===== src/rtl/rom_upload.sv =====
// rom_upload: serves HPS upload reads (16-bit halfwords) out of SDRAM through a
// one-word buffer, with a speculative fetch of the next word whenever the upper
// half of the buffered word is handed out.
//
// Ports
//   clk_sys, resn            clock, asynchronous active-low reset
//   ioctl_upload/index       upload in progress / target index (filtered by INDEX_MAX)
//   ioctl_rd, ioctl_addr     one-cycle read strobe and halfword byte address
//   ioctl_din, ioctl_wait    registered read data / stall while data not yet valid
//   sdram_raddr/rd_req/ack   toggle handshake towards SDRAM, 32-bit word address
//   sdram_dout               SDRAM data, valid in the cycle the ack matches
//   upload_active            registered upload-select
module rom_upload #(
   parameter logic [24:0] BASE_ADDR = 25'h0000000,
   parameter logic [5:0]  INDEX_MAX = 6'h01
) (
   input  logic        clk_sys,
   input  logic        resn,
   input  logic        ioctl_upload,
   input  logic [7:0]  ioctl_index,
   input  logic        ioctl_rd,
   input  logic [24:0] ioctl_addr,
   output logic [15:0] ioctl_din,
   output logic        ioctl_wait,
   output logic [24:0] sdram_raddr,
   output logic        sdram_rd_req,
   input  logic        sdram_rd_ack,
   input  logic [31:0] sdram_dout,
   output logic        upload_active
);

   localparam logic [1:0] S_IDLE  = 2'd0;
   localparam logic [1:0] S_FETCH = 2'd1;
   localparam logic [1:0] S_PREF  = 2'd2;

   logic [1:0]  r_state;
   logic        r_sel_q;
   logic        r_valid;
   logic [24:0] r_tag;
   logic [31:0] r_data;
   logic        r_discard;
   logic        r_half;
   logic        r_pend;
   logic [24:0] r_pend_word;
   logic        r_pend_half;
   logic [15:0] r_din;
   logic        r_wait;
   logic [24:0] r_raddr;
   logic        r_rd_req;

   logic        w_sel, w_rise, w_fall, w_ack, w_drop, w_rd, w_hit;
   logic [24:0] w_word;
   logic        w_pv;
   logic [24:0] w_pword;
   logic        w_phalf;
   logic        w_unused;

   assign w_sel  = ioctl_upload & (ioctl_index[5:0] <= INDEX_MAX);
   assign w_rise = w_sel & ~r_sel_q;
   assign w_fall = ~w_sel & r_sel_q;
   assign w_word = BASE_ADDR + {ioctl_addr[24:2], 2'b00};
   // Acks are only meaningful while a request is outstanding (any non-idle state).
   assign w_ack  = (r_state != S_IDLE) & (sdram_rd_ack == r_rd_req);
   // Data of a request launched before an upload-select edge belongs to nobody.
   assign w_drop = r_discard | w_rise | w_fall;
   assign w_rd   = ioctl_rd & w_sel & ~r_wait;
   // The buffer is invalidated by a rising select, so never hit in that cycle.
   assign w_hit  = r_valid & ~w_rise & (r_tag == w_word);

   // A read parked behind an outstanding request, or one arriving in its ack cycle.
   assign w_pv    = r_pend | w_rd;
   assign w_pword = r_pend ? r_pend_word : w_word;
   assign w_phalf = r_pend ? r_pend_half : ioctl_addr[1];

   assign w_unused = &{1'b0, ioctl_addr[0], ioctl_index[7:6]};

   always_ff @(posedge clk_sys or negedge resn) begin
      if (!resn) begin
         r_state     <= S_IDLE;
         r_sel_q     <= 1'b0;
         r_valid     <= 1'b0;
         r_tag       <= '0;
         r_data      <= '0;
         r_discard   <= 1'b0;
         r_half      <= 1'b0;
         r_pend      <= 1'b0;
         r_pend_word <= '0;
         r_pend_half <= 1'b0;
         r_din       <= '0;
         r_wait      <= 1'b0;
         r_raddr     <= '0;
         r_rd_req    <= 1'b0;
      end else begin
         r_sel_q <= w_sel;
         if (w_rise) r_valid <= 1'b0;
         // Abort releases the HPS at once; the toggle itself is left to complete.
         if (w_fall) begin
            r_wait <= 1'b0;
            r_pend <= 1'b0;
         end
         case (r_state)
            S_IDLE: begin
               if (w_rd) begin
                  if (w_hit) begin
                     r_din <= ioctl_addr[1] ? r_data[31:16] : r_data[15:0];
                     // Upper half consumed: the HPS will most likely want the next word.
                     if (ioctl_addr[1]) begin
                        r_raddr  <= w_word + 25'd4;
                        r_rd_req <= ~r_rd_req;
                        r_state  <= S_PREF;
                     end
                  end else begin
                     r_wait   <= 1'b1;
                     r_half   <= ioctl_addr[1];
                     r_raddr  <= w_word;
                     r_rd_req <= ~r_rd_req;
                     r_state  <= S_FETCH;
                  end
               end
            end
            default: begin
               if (w_ack) begin
                  r_discard <= 1'b0;
                  r_pend    <= 1'b0;
                  if (w_drop) begin
                     // Stale data: buffer untouched. A read parked meanwhile can only
                     // follow a select rise, so the buffer is invalid -> fetch it.
                     if (w_pv & w_sel) begin
                        r_raddr  <= w_pword;
                        r_rd_req <= ~r_rd_req;
                        r_half   <= w_phalf;
                        r_wait   <= 1'b1;
                        r_state  <= S_FETCH;
                     end else begin
                        r_state <= S_IDLE;
                     end
                  end else begin
                     r_data  <= sdram_dout;
                     r_tag   <= r_raddr;
                     r_valid <= 1'b1;
                     if (r_state == S_FETCH) begin
                        r_din   <= r_half ? sdram_dout[31:16] : sdram_dout[15:0];
                        r_wait  <= 1'b0;
                        r_state <= S_IDLE;
                     end else if (w_pv && (w_pword != r_raddr)) begin
                        r_raddr  <= w_pword;
                        r_rd_req <= ~r_rd_req;
                        r_half   <= w_phalf;
                        r_wait   <= 1'b1;
                        r_state  <= S_FETCH;
                     end else begin
                        if (w_pv) begin
                           r_din  <= w_phalf ? sdram_dout[31:16] : sdram_dout[15:0];
                           r_wait <= 1'b0;
                        end
                        r_state <= S_IDLE;
                     end
                  end
               end else begin
                  if (w_rd) begin
                     r_wait      <= 1'b1;
                     r_pend      <= 1'b1;
                     r_pend_word <= w_word;
                     r_pend_half <= ioctl_addr[1];
                  end
                  if (w_rise | w_fall) r_discard <= 1'b1;
               end
            end
         endcase
      end
   end

   assign ioctl_din     = r_din;
   assign ioctl_wait    = r_wait;
   assign sdram_raddr   = r_raddr;
   assign sdram_rd_req  = r_rd_req;
   assign upload_active = r_sel_q;

endmodule


===== config.mk =====
export PLATFORM = sky130hd
export DESIGN_NAME = rom_upload
export DESIGN_NICKNAME = d
export VERILOG_FILES = /design/src/rtl/rom_upload.sv
export SDC_FILE = /design/constraint.sdc
export NUM_CORES = 1
export LEC_CHECK = 0
export CAP_MARGIN = 20
export CORE_MARGIN = 5
export CORE_UTILIZATION = 49
export CTS_CLUSTER_DIAMETER = 30
export DETAILED_ROUTE_END_ITERATION = 8
export PLACE_DENSITY = 0.79
export SKIP_CTS_REPAIR_TIMING = 1
export SKIP_LAST_GASP = 1
export SLEW_MARGIN = 0
export SYNTH_ARGS = -nofsm -noshare
export SYNTH_HDL_FRONTEND = slang
export SYNTH_SLANG_ARGS = --single-unit

===== constraint.sdc =====
create_clock -name clk_sys -period 7 [get_ports clk_sys]
set_input_delay 1.4 -clock clk_sys [delete_from_list [all_inputs] [get_ports clk_sys]]
set_output_delay 1.4 -clock clk_sys [all_outputs]
set_load 0.02 [all_outputs]

Word level (Yosys, flattened, before mapping)

Index checks and enable logic that the tools add are counted.

Add/subtract/negate cells: 1
Magnitude comparators: 1
Equal/unequal tests: 12
Muxes and demuxes: 69
Bitwise operators: 21
Reduce and logical (&&, ||, !) cells: 14

Operators by type and width:

| kind                  | number |
|---|---|
| $mux 25               | 10 |
| $mux 16               | 11 |
| $mux 1                | 42 |
| $add 25x3->25 const B | 1 |
| $eq 25x25->1          | 1 |
| $ne 25x25->1          | 1 |
| $reduce_and 6->1      | 3 |
| $mux 2                | 6 |
| $and 1x1->1           | 9 |
| $reduce_and 3->1      | 3 |
| $not 1->1             | 8 |
| $le 6x1->1 const B    | 1 |
| $ne 2x2->1 const B    | 3 |
| $ne 3x2->1 const B    | 2 |
| $reduce_bool 2->1     | 3 |
| $reduce_bool 3->1     | 2 |
| $or 1x1->1            | 4 |
| $ne 3x1->1 const B    | 1 |
| $ne 3x3->1 const B    | 1 |
| $eq 2x1->1 const B    | 1 |
| $logic_not 2->1       | 1 |
| $ne 2x1->1 const B    | 1 |
| $reduce_and 2->1      | 1 |
| $eq 1x1->1            | 1 |
| $logic_and 1x1->1     | 1 |

Register bits: 131
Input bits: 70
Output and inout port bits: 44
Logic and storage cells: 132

Logic depth before layout (Yosys ltp)

Gate-level depths: netlist of the first run.

Depth after elaboration: 11
Depth in mapped cells: 13
Mapped depth without buffers: 11

Worst setup path after synthesis of the first run

OpenSTA, ideal clock, no wires.

Kind: input-to-reg
From: input port ioctl_index[1]
To: register r_raddr[23], in the netlist sdram_raddr[23]
Setup time: 125 ps
Data arrival time: 3722 ps
Required time: 6875 ps
Slack: 3153 ps
Stages: 13
Path buffers: 2
Cell sequence: nor4_1 > nand3b_1 > inv_1 > ha_1 > nand2b_1 > nor4b_4 > and4_2 > clkbuf_1 > nand3_1 > nor2_1 > a21oi_2 > buf_4 > mux2_2

Longest elaborated chain between the ends: 9
Elaborated cells between the ends (all ways): 26
Those cells by class: 1 x order compare; 4 x eq/ne; 5 x mux; 13 x bitwise; 3 x reduce/logical

RTL lines:

| what                                                                     | line | text |
|---|---|---|
| from (decl)                                                              | 20   | `input logic [7:0] ioctl_index,` |
| $le 6x1->1 (*)                                                           | 58   | `assign w_sel = ioctl_upload & (ioctl_index[5:0] <= INDEX_MAX);` |
| $and 1x1->1 (*)                                                          | 58   |  |
| via w_sel                                                                | 51   | `logic w_sel, w_rise, w_fall, w_ack, w_drop, w_rd, w_hit;` |
| parallel branches: the longest is 7 deep, another holds $reduce_and 6->1 | --   |  |
| to (signal assigned)                                                     | 108  | `r_raddr <= w_word + 25'd4;` |
| to (signal assigned)                                                     | 115  | `r_raddr <= w_word;` |
| to (signal assigned)                                                     | 129  | `r_raddr <= w_pword;` |
| to (decl)                                                                | 48   | `logic [24:0] r_raddr;` |

Mark *: on every way through the listed nets, which the timed path passes. The select of a mux whose other input is x is not followed.
A chain may end at the register's enable or synchronous reset.

Worst setup path after layout of the first run

From: input port ioctl_index[1]
To: register r_raddr[8], in the netlist sdram_raddr[8]

The elaborated chain is that of the path after synthesis.

==> metrics.yaml, run 1 <==
sta:
  relSlewSlack_pct: 29.2
  fin_ws_ns: 2.71
  tightestPinTransition_ns: 1.06
  period_needed_ns: 4.29
  max_freq_ghz: 0.233
  rsz0062_at_grt: "false"
  setup_tns_ns: 0
  finalHoldViolations: 0
  timing.final.crit_share_pct: 61.2
  setup_violations: 0
  clock_skew_ns: 0.00783
  slew_violations: 0
yosys:
  yosysSeqAreaShare_pct: 43.5
  synth.distinct_cells: 66
  synthesis.area_um2: 7310
  syn_inst: 660
  syn-mean-instance-area_um2: 11.1
  synth.area.mux_share_pct: 24.3
  synth-edff-count: 0
  synthXorXnorAreaFrac_pct: 6.23
  synth-seq-cells: 127
  synth_adder_area_share_pct: 0.514
  post_synth_and_or_nand_nor_area_fraction_pct: 12.1
  ys.flop_type: "dfrtp_1"
  ys_warn_count: 0
  synth_top_family_by_area: "multiplexers"
  synth-async-reset-ratio_pct: 100
  synth-compound-area-share_pct: 9.28
route:
  drt_iter0_drc: 355
  totalWireLength_mm: 19.3
  wl_per_cell_um: 20.5
  drc: 0
  ant_nets: 0
  dr_total_vias: 5626
  drt_pass1_iterations: 5
  viasPerCell: 5.98
floorplan:
  core_area_um2: 14600
  die_w_um: 132
  die_h_um: 132
  rows: 44
  initial_core_util_pct: 50.1
  dieArea_um2: 17500
  io_pins: 114
worst_setup_path:
  crit_type: "in2reg"
  critPathSlowestCell: "or4_1"
  cp_data_arrival_time_ns: 4.59
  crit_required_ns: 7.31
  critical_path.top_delay_family: "simple AND/OR/NAND/NOR gates"
  path_buf_inv: 2
  path_cells: "clkdlybuf4s50_1, nor4_1, nand3b_1, inv_1, ha_1, nand2b_1, nor4b_4, nand4_2, or4_1, or3_1, o211a_1, mux2_4"
  critPathMaxFanout: 7
  end_kind: "register"
  cpPeakStageDelay_ns: 0.73
  crit_path_start_kind: "input port"
global_route:
  use_met1_pct: 29.0
  grt_pass1_vias: 5966
  grt_pass1_wl_mm: 31.6
  met2_usage_pct: 35.2
  gr-usage-met3_pct: 7.90
  grt_antenna_before_repair: 0
  track_usage_pct: 22.5
  top_usage_layer: "met2"
  gr-total-overflow: 0
  grt_max_degree: 76
placement:
  gp_congestion: 0.909
  preCtsSetupSlack_ns: 2.26
  dp_hpwl_mm: 13.3
  port-buffer-count: 107
run_status:
  status: "finished clean"
clock_tree:
  clk_latency_ns: 0.43
  clk_pin_slew_ns: 0.06
  cts_buffers: 17
  cts_tree: "yes"
  clockRootBuffer: "clkbuf_16"
  h-tree-depth: 4
  clk_path_buf_depth: 2
  cts_num_sinks: 127
pwr:
  p_int_uw: 2330
  static-leakage-power_uw: 0.00376
  powerDensity_nw_per_um2: 394
  p_comb_share_pct: 39.6
  p_clk_share_pct: 24.8
  netSwitchingFraction_pct: 34.5
  ir_drop_uv: 246
  switchingPower_uw: 1230
  p_seq_share_pct: 35.6
hold_path:
  hp-class: "reg2reg"
layout:
  fillers: 1117
  seqCellArea_um2: 3180
  layout-drive-gt1-share_pct: 21.3
  multiInputGateArea_um2: 3840
  layout.nets: 820
  antennaDiodeCount: 0
  area_delta_synth_final_pct: 23.4
flow_run:
  cap_viol_max_count: 0
## power by group through the flow
stage | registers [µW] | clock network, µW | logic (µW)
6_report | 1270 | 880 | 1410
3_3_place_gp | 1250 | 0 | 1370
2_1_floorplan | 1340 | 0 | 806
5_1_grt | 1300 | 928 | 1520
3_5_place_dp | 1270 | 0 | 1410
4_1_cts | 1260 | 895 | 1420
## final timing paths
kind	start	end	slack [ns]	depth (start not counted)
worst min-delay path	ioctl_din[4]	ioctl_din[4]	0.49	1
worst max register to register	r_pend	ioctl_din[14]	3.27	8
max in group asynchronous	resn	r_data[24]	4.55	2
worst min register to register	ioctl_din[4]	ioctl_din[4]	0.49	1
worst max-delay path	ioctl_index[1]	sdram_raddr[8]	2.71	12
min in group asynchronous	resn	sdram_raddr[11]	1.04	1
## layout by cell type, fill, tap and decap left out, drive strengths merged, types with 4 or more instances in the layout
cell type,Yosys,final
buf,25,9
nor2,31,31
clkinv,0,5
clkdlybuf4s50,0,106
and2,5,5
a211oi,18,18
nand3,11,11
nor2b,17,17
and4,4,4
dfrtp,127,127
a21oi,34,34
xnor2,39,39
inv,15,15
nand4,16,16
o211ai,8,8
and3,6,6
o21ai,12,12
mux2i,53,53
nor3,8,8
or4,4,4
nand2b,5,5
clkbuf,23,21
mux2,110,110
xor2,10,10
nand2,25,25
nor4,10,10
or3,4,4
## synthesized netlist by cell type (all sizes together), types with 4 or more instances
| cell | count | area [µm²] |
|---|---|---|
| o211ai | 8 | 60.1 |
| nand2b | 5 | 31.3 |
| buf | 25 | 154 |
| mux2 | 110 | 1240 |
| nor2b | 17 | 106 |
| nor3 | 8 | 40.0 |
| nand3 | 11 | 55.1 |
| dfrtp | 127 | 3180 |
| clkbuf | 23 | 86.3 |
| xor2 | 10 | 114 |
| mux2i | 53 | 531 |
| or4 | 4 | 32.5 |
| a211oi | 18 | 135 |
| o21ai | 12 | 63.8 |
| nand4 | 16 | 106 |
| and4 | 4 | 37.5 |
| xnor2 | 39 | 342 |
| nor2 | 31 | 116 |
| inv | 15 | 56.3 |
| nor4 | 10 | 68.8 |
| nand2 | 25 | 93.8 |
| or3 | 4 | 26.3 |
| and3 | 6 | 38.8 |
| a21oi | 34 | 174 |
| and2 | 5 | 31.3 |
## metal layers
metal / share of wire (%) / up-vias
met5: 0 / -
li1: - / 2577
met2: 47 / 207
met3: 7.7 / 48
met1: 43 / 2794
met4: 2.5 / 0
## flip-flops by register name, summed over array words and instances (netlist names)
| signal | count |
|---|---|
| sdram_rd_req | 1 |
| r_discard | 1 |
| r_pend_word | 23 |
| sdram_raddr | 23 |
| r_valid | 1 |
| r_tag | 23 |
| upload_active | 1 |
| ioctl_wait | 1 |
| r_data | 32 |
| r_state | 2 |
| r_pend | 1 |
| r_half | 1 |
| r_pend_half | 1 |
| ioctl_din | 16 |
## area by class of cell
cell class / count / share of cell area [%]
multi-input combinational: 471 / 42.6
clock inverter: 8 / 1.28
sequential: 127 / 35.3
inverter: 15 / 0.625
clock buffer: 21 / 5.11
timing repair buffer: 115 / 12.6
tap: 184 / 2.55
## kinds of logic after synthesis
family,after synthesis
AOI/OAI and AO/OA,100
xor gates and xnor gates,49
adders and majority gates,3
buffers and inverters,63
DFF,127
muxes,163
other,1
and+or+nand+nor,154
## through the flow
stage | hold slack (ns) | power (µW) | instances | area (µm²) | util [%]
global route | 0.514 | 3750 | 941 | 9010 | 61.8
floorplan | 0.467 | 2140 | 661 | 7310 | -
detailed placement | 0.485 | 2680 | 912 | 8440 | 57.8
finish | 0.487 | 3550 | 941 | 9010 | 61.8
CTS | 0.494 | 3570 | 941 | 9010 | 61.8
global placement | 0.479 | 2620 | 911 | 8430 | 57.8
Note: power is estimated with default switching activity, not from simulation.
==> run 2: changes to the inputs <==
clock period = 4 ns   (was 7 ns; I/O delays follow)
==> run 2 against run 1 <==
Global-route usage rose by 0.26 points. First-iteration DRC count grew 23%. Clock-buffer cell count fell by 3. Sequential power is 74% higher. Register-to-register slack worse by 2.4 ns. Non-clock buffer count rose by 23. Utilization increased by 1.4 points. Hold slack better by 0.013 ns. Critical endpoint unchanged. Largest power group unchanged. Clock power up 80%.
==> metrics.yaml, run 2 (synthesis results as in run 1) <==
run_status:
  status: "finished clean"
clock_tree:
  cts_tree: "yes"
  clk_latency_ns: 0.42
  cts_buffers: 17
  clk_path_buf_depth: 2
  h-tree-depth: 4
  clk_pin_slew_ns: 0.06
  clockRootBuffer: "clkbuf_16"
  cts_num_sinks: 127
sta:
  slew_violations: 0
  relSlewSlack_pct: 37.2
  period_needed_ns: 3.43
  finalHoldViolations: 0
  tightestPinTransition_ns: 0.941
  setup_violations: 0
  clock_skew_ns: 0.00880
  rsz0062_at_grt: "false"
  timing.final.crit_share_pct: 85.8
  hold_ws_ns: 0.500
  setup_tns_ns: 0
  max_freq_ghz: 0.291
worst_setup_path:
  critPathSlowestCell: "or4_1"
  crit_path_start_kind: "input port"
  path_buf_inv: 2
  critical_path.top_delay_family: "simple AND/OR/NAND/NOR gates"
  worstRegToRegCells: 7
  cpPeakStageDelay_ns: 0.62
  path_cells: "clkdlybuf4s50_1, nor4_1, nand3b_1, inv_1, ha_1, nand2b_1, nor4b_4, nand4_2, or4_1, or3_1, o211a_1, mux2_4"
  critPathMaxFanout: 5
  crit_type: "in2reg"
  cp_data_arrival_time_ns: 3.74
  crit_required_ns: 4.31
  worst-path-stages: 12
  end_kind: "register"
layout:
  area_delta_synth_final_pct: 26.2
  layout_commonest_cell: "dfrtp_1"
  largest-register: "r_data"
  fillers: 1098
  layout-drive-gt1-share_pct: 24.0
  largest_reg_flops: 32
  fin_area_um2: 9220
  antennaDiodeCount: 0
  final_cell_mix: "dfrtp_1 (127), clkdlybuf4s50_1 (106), mux2_2 (104)"
  layout.nets: 843
pwr:
  ir_drop_uv: 513
  p_clk_share_pct: 25.0
  p_comb_share_pct: 40.0
  netSwitchingFraction_pct: 35.3
  p_int_uw: 4080
  p_seq_share_pct: 35.0
  powerDensity_nw_per_um2: 684
  static-leakage-power_uw: 0.00388
  switchingPower_uw: 2230
route:
  wl_per_cell_um: 20.4
  viasPerCell: 5.94
  totalWireLength_mm: 19.7
  drt_pass1_iterations: 5
  drt_iter0_drc: 438
  drc: 0
  ant_nets: 0
  dr_total_vias: 5740
floorplan:
  dieArea_um2: 17500
  rows: 44
  die_h_um: 132
  io_pins: 114
  die_w_um: 132
  core_area_um2: 14600
  initial_core_util_pct: 50.1
global_route:
  gr-total-overflow: 0
  track_usage_pct: 22.8
  grt_pass1_wl_mm: 32.3
  grt_pass1_vias: 6114
  grt_antenna_before_repair: 0
  grt_max_degree: 74
placement:
  gp_congestion: 0.935
  postPlaceCellArea_um2: 8620
  port-buffer-count: 107
  dp_hpwl_mm: 13.9
flow_run:
  cap_viol_max_count: 0
hold_path:
  hp-class: "in2async"
-- run 2: cell types whose count changed in the layout (fill, tap and decap cells not counted) --
cell	change
clkinv_4	+5
buf_4	+23
clkinvlp_4	+2
buf_12	+1
clkbuf_8	-2
clkinv_2	-1
buf_6	-1
clkbuf_1	-1
-- run 2: final timing paths --
check | startpoint | end | slack [ns]
setup / recovery | ioctl_index[5] | sdram_raddr[8] | 0.57
hold / removal | resn | r_discard | 0.50
setup reg to reg | r_state[1] | sdram_raddr[14] | 0.89
hold reg to reg | r_data[8] | r_data[8] | 0.50
max in group asynchronous | resn | r_pend_word[17] | 2.51
min in group clk_sys | r_data[8] | r_data[8] | 0.50
-- run 2: layout make-up --
cell class              count  area, µm²  share of cell area (%)
flip-flops and latches    127       3180                    34.5
inverters                  15       56.3                   0.611
repair buffers            138       1310                    14.3
well taps                 184        230                    2.50
clock buffers              18        429                    4.66
multi-input cells         471       3840                    41.7
clock inverters            14        169                    1.83
-- run 2: per-stage QoR --
stage | utilization (%) | worst slack (ns) | total power, µW | std cells
finish | 63.2 | 0.568 | 6310 | 967
detailed placement | 59.1 | 0.159 | 4740 | 935
floorplan | - | 0.753 | 3750 | 661
global route | 63.2 | 0.457 | 6640 | 967
global placement | 59.1 | 0.190 | 4620 | 935
CTS | 63.2 | 0.599 | 6330 | 967
-- run 2: power by group through the flow --
stage / Clock (µW) / Sequential, µW / Combinational, µW
3_5_place_dp: 0 / 2220 / 2520
2_1_floorplan: 0 / 2340 / 1410
3_3_place_gp: 0 / 2180 / 2440
6_report: 1580 / 2210 / 2520
5_1_grt: 1650 / 2280 / 2710
4_1_cts: 1590 / 2200 / 2530
-- run 2: layer usage --
layer,wire [µm],share of wire [%],track usage [%],vias up
met5,0,0,0,-
met2,9420,48,36.5,233
met4,524,2.7,9.14,0
li1,-,-,-,2615
met1,8450,43,29.4,2853
met3,1310,6.7,6.15,39
-- run 2: worst register-to-register path, cell delays in order (launching register included) --
cell and delay [ns]:
dfrtp_1 0.72, or2_2 0.79, nand2_1 0.25, a21oi_1 0.22, o221ai_1 0.18, a21oi_2 0.18, buf_4 0.28, mux2_2 0.38
==> run 3: changes to the inputs <==
ABC_AREA = 1   (was not set)
PLACE_DENSITY = 0.77   (was 0.79)
clock period = 4.3 ns   (was 4 ns; I/O delays follow)
==> run 3 against run 2 <==
Worst setup slack better by 0.42 ns. Synthesized cell count grew 100%. Highest routed layer unchanged. Largest power group unchanged. Via count increased by 53%. Critical path type is now reg2reg. First-iteration DRC count is 45% higher. Combinational power up 13%. Largest cell class unchanged. Critical endpoint is now ioctl_din[10]. Register-to-register slack better by 0.098 ns. Power rose by 0.45%.
==> metrics.yaml, run 3 <==
sta:
  fin_ws_ns: 0.988
  max_freq_ghz: 0.302
  setup_tns_ns: 0
  slew_violations: 0
  period_needed_ns: 3.31
  clock_skew_ns: 0.0134
  relSlewSlack_pct: 38.6
  setup_violations: 0
  finalHoldViolations: 0
  rsz0062_at_grt: "false"
  hold_ws_ns: 0.473
  timing.final.crit_share_pct: 77.0
  tightestPinTransition_ns: 0.922
pwr:
  static-leakage-power_uw: 0.00527
  p_seq_share_pct: 31.8
  p_total_uw: 6330
  powerDensity_nw_per_um2: 619
  p_comb_share_pct: 45.1
  p_clk_share_pct: 23.1
  netSwitchingFraction_pct: 43.5
  ir_drop_uv: 458
  switchingPower_uw: 2760
  p_int_uw: 3580
placement:
  dp_hpwl_mm: 17.5
  port-buffer-count: 107
  gp_congestion: 0.947
  preCtsSetupSlack_ns: 0.641
worst_setup_path:
  reg2reg_from: "r_pend"
  critical_path.top_delay_family: "simple AND/OR/NAND/NOR gates"
  crit_path_start_kind: "register"
  path_cells: "inv_4, nand2_1, nand2_1, nand2_1, nand2_1, nor2_1, nand2_1, nor2_1, nand4_1, nand2_1, buf_4, nand2_1, buf_4, nand2_1, o21ai_2"
  worstRegToRegCells: 15
  crit_type: "reg2reg"
  path_buf_inv: 3
  rrSetupSlack_ns: 0.99
  cpPeakStageDelay_ns: 0.82
  r2r_end: "ioctl_din[10]"
  critPathMostFrequentCell: "nand2_1"
  critPathMaxFanout: 25
  critPathSlowestCell: "dfrtp_1"
  crit_end: "ioctl_din[10]"
  cp_data_arrival_time_ns: 3.64
  crit_path_start: "r_pend"
  end_kind: "register"
  crit_required_ns: 4.62
  worst-path-stages: 15
route:
  ant_nets: 0
  totalWireLength_mm: 25.1
  viasPerCell: 5.32
  wl_per_cell_um: 15.2
  drc: 0
  drt_pass1_iterations: 5
  drt_iter0_drc: 634
  dr_total_vias: 8793
clock_tree:
  h-tree-depth: 4
  cts_buffers: 17
  cts_tree: "yes"
  cts_num_sinks: 127
  clk_pin_slew_ns: 0.06
  clk_path_buf_depth: 2
  clk_latency_ns: 0.44
  clockRootBuffer: "clkbuf_16"
global_route:
  gr-total-overflow: 0
  track_usage_pct: 25.4
  grt_pass1_vias: 8447
  grt_pass1_wl_mm: 41.0
  grt_antenna_before_repair: 0
  grt_max_degree: 98
floorplan:
  dieArea_um2: 20000
  io_pins: 114
  die_h_um: 141
  initial_core_util_pct: 49.3
  die_w_um: 141
  core_area_um2: 17100
  rows: 48
layout:
  layout-drive-gt1-share_pct: 6.44
  final_cell_mix: "nand2_1 (552), o21ai_0 (129), dfrtp_1 (127)"
  layout.nets: 1488
  antennaDiodeCount: 0
  largest-register: "r_data"
  layout_commonest_cell: "nand2_1"
  largest_reg_flops: 32
  area_delta_synth_final_pct: 21.3
yosys:
  synthesis.area_um2: 8440
  synth.distinct_cells: 36
  synth-seq-cells: 127
  synth_area_leaders: "dfrtp_1 (38%), nand2_1 (25%), o21ai_0 (7.6%)"
  ys_warn_count: 0
  synth.largest_area_cell: "dfrtp_1"
  yosys.cell_count.top_type: "nand2_1"
  ys.flop_type: "dfrtp_1"
  yosysSeqAreaShare_pct: 37.7
  syn_inst: 1327
  yosys.area.top_type_share_pct: 37.7
  synth-edff-count: 0
  synth_top_cells_by_count: "nand2_1 (553), o21ai_0 (129), dfrtp_1 (127), inv_1 (120), nor2_1 (115)"
  syn-mean-instance-area_um2: 6.36
  synth-async-reset-ratio_pct: 100
hold_path:
  hp-class: "reg2reg"
flow_run:
  cap_viol_max_count: 0
run_status:
  status: "finished clean"
[run 3: cell types whose count changed in the layout (fill, tap and decap cells not counted), moves of 12 or more]
cell	delta
inv_1	+105
nor2b_1	-17
nor2_1	+84
xnor2_1	-39
mux2i_1	-53
nand2_1	+528
o21ai_0	+119
a211oi_1	-18
a21oi_1	-12
nand3_1	+98
mux2_2	-100
[run 3: power by group through the flow]
stage / clock, µW / sequential (µW) / combinational (µW)
after CTS: 1470 / 2010 / 2870
after floorplan: 0 / 2100 / 1800
after global placement: 0 / 2010 / 2780
final: 1460 / 2010 / 2860
after global routing: 1520 / 2080 / 3210
after detailed placement: 0 / 2020 / 2860
[run 3: how the worst min path moves through the flow]
stage                        startpoint            end  slack [ns]  cells past startpoint
final                     ioctl_din[12]  ioctl_din[12]        0.47                      2
after global routing         r_data[27]     r_data[27]        0.50                      2
after CTS                 ioctl_din[14]  ioctl_din[14]        0.47                      2
after detailed placement     r_data[26]     r_data[26]        0.46                      2
after global placement       r_data[27]     r_data[27]        0.45                      2
after floorplan              r_data[26]     r_data[26]        0.44                      2
[run 3: cells by family (layout without fill, tap and decap cells)]
| kind of cell | count (synthesis) | count (layout) | synth area share [%] |
|---|---|---|---|
| xor gates and xnor gates | 10 | 10 | 1.04 |
| AOI/OAI and AO/OA | 183 | 183 | 12.0 |
| DFF | 127 | 127 | 37.7 |
| other | 1 | 2 | 0.0444 |
| muxes | 4 | 4 | 0.534 |
| adders and majority gates | 3 | 3 | 0.445 |
| and+or+nand+nor | 802 | 802 | 38.3 |
| buffers and inverters | 197 | 297 | 9.96 |
[run 3: cell type report]
cell class / instances / area [µm²]
flip-flops and latches: 127 / 3180
clock inverters: 15 / 161
well taps: 225 / 282
repair buffers: 130 / 1240
clock buffers: 17 / 425
fillers: 1637 / 6880
multi-input cells: 1004 / 4440
inverters: 135 / 509
[run 3: stage by stage]
| stage | instance area [µm²] | utilization, % | std cells |
|---|---|---|---|
| floorplan | 8440 | - | 1328 |
| global placement | 9650 | 56.4 | 1621 |
| detailed placement | 9650 | 56.4 | 1621 |
| CTS | 10200 | 59.8 | 1653 |
| global route | 10200 | 59.8 | 1653 |
| finish | 10200 | 59.8 | 1653 |
[run 3: tightest hold or removal path, cell delays in order (launching register included)]
cell and delay [ns]:
dfrtp_1 0.34, nand2_1 0.05, nand2_1 0.05
[run 3: per-layer routing]
metal / vias up / share of wire [%] / GRT usage [%]
met5: - / 0 / 0
met4: 0 / 2.9 / 10.2
met3: 66 / 6.5 / 4.82
met2: 314 / 48 / 43.6
met1: 4051 / 42 / 31.5
li1: 4362 / - / -
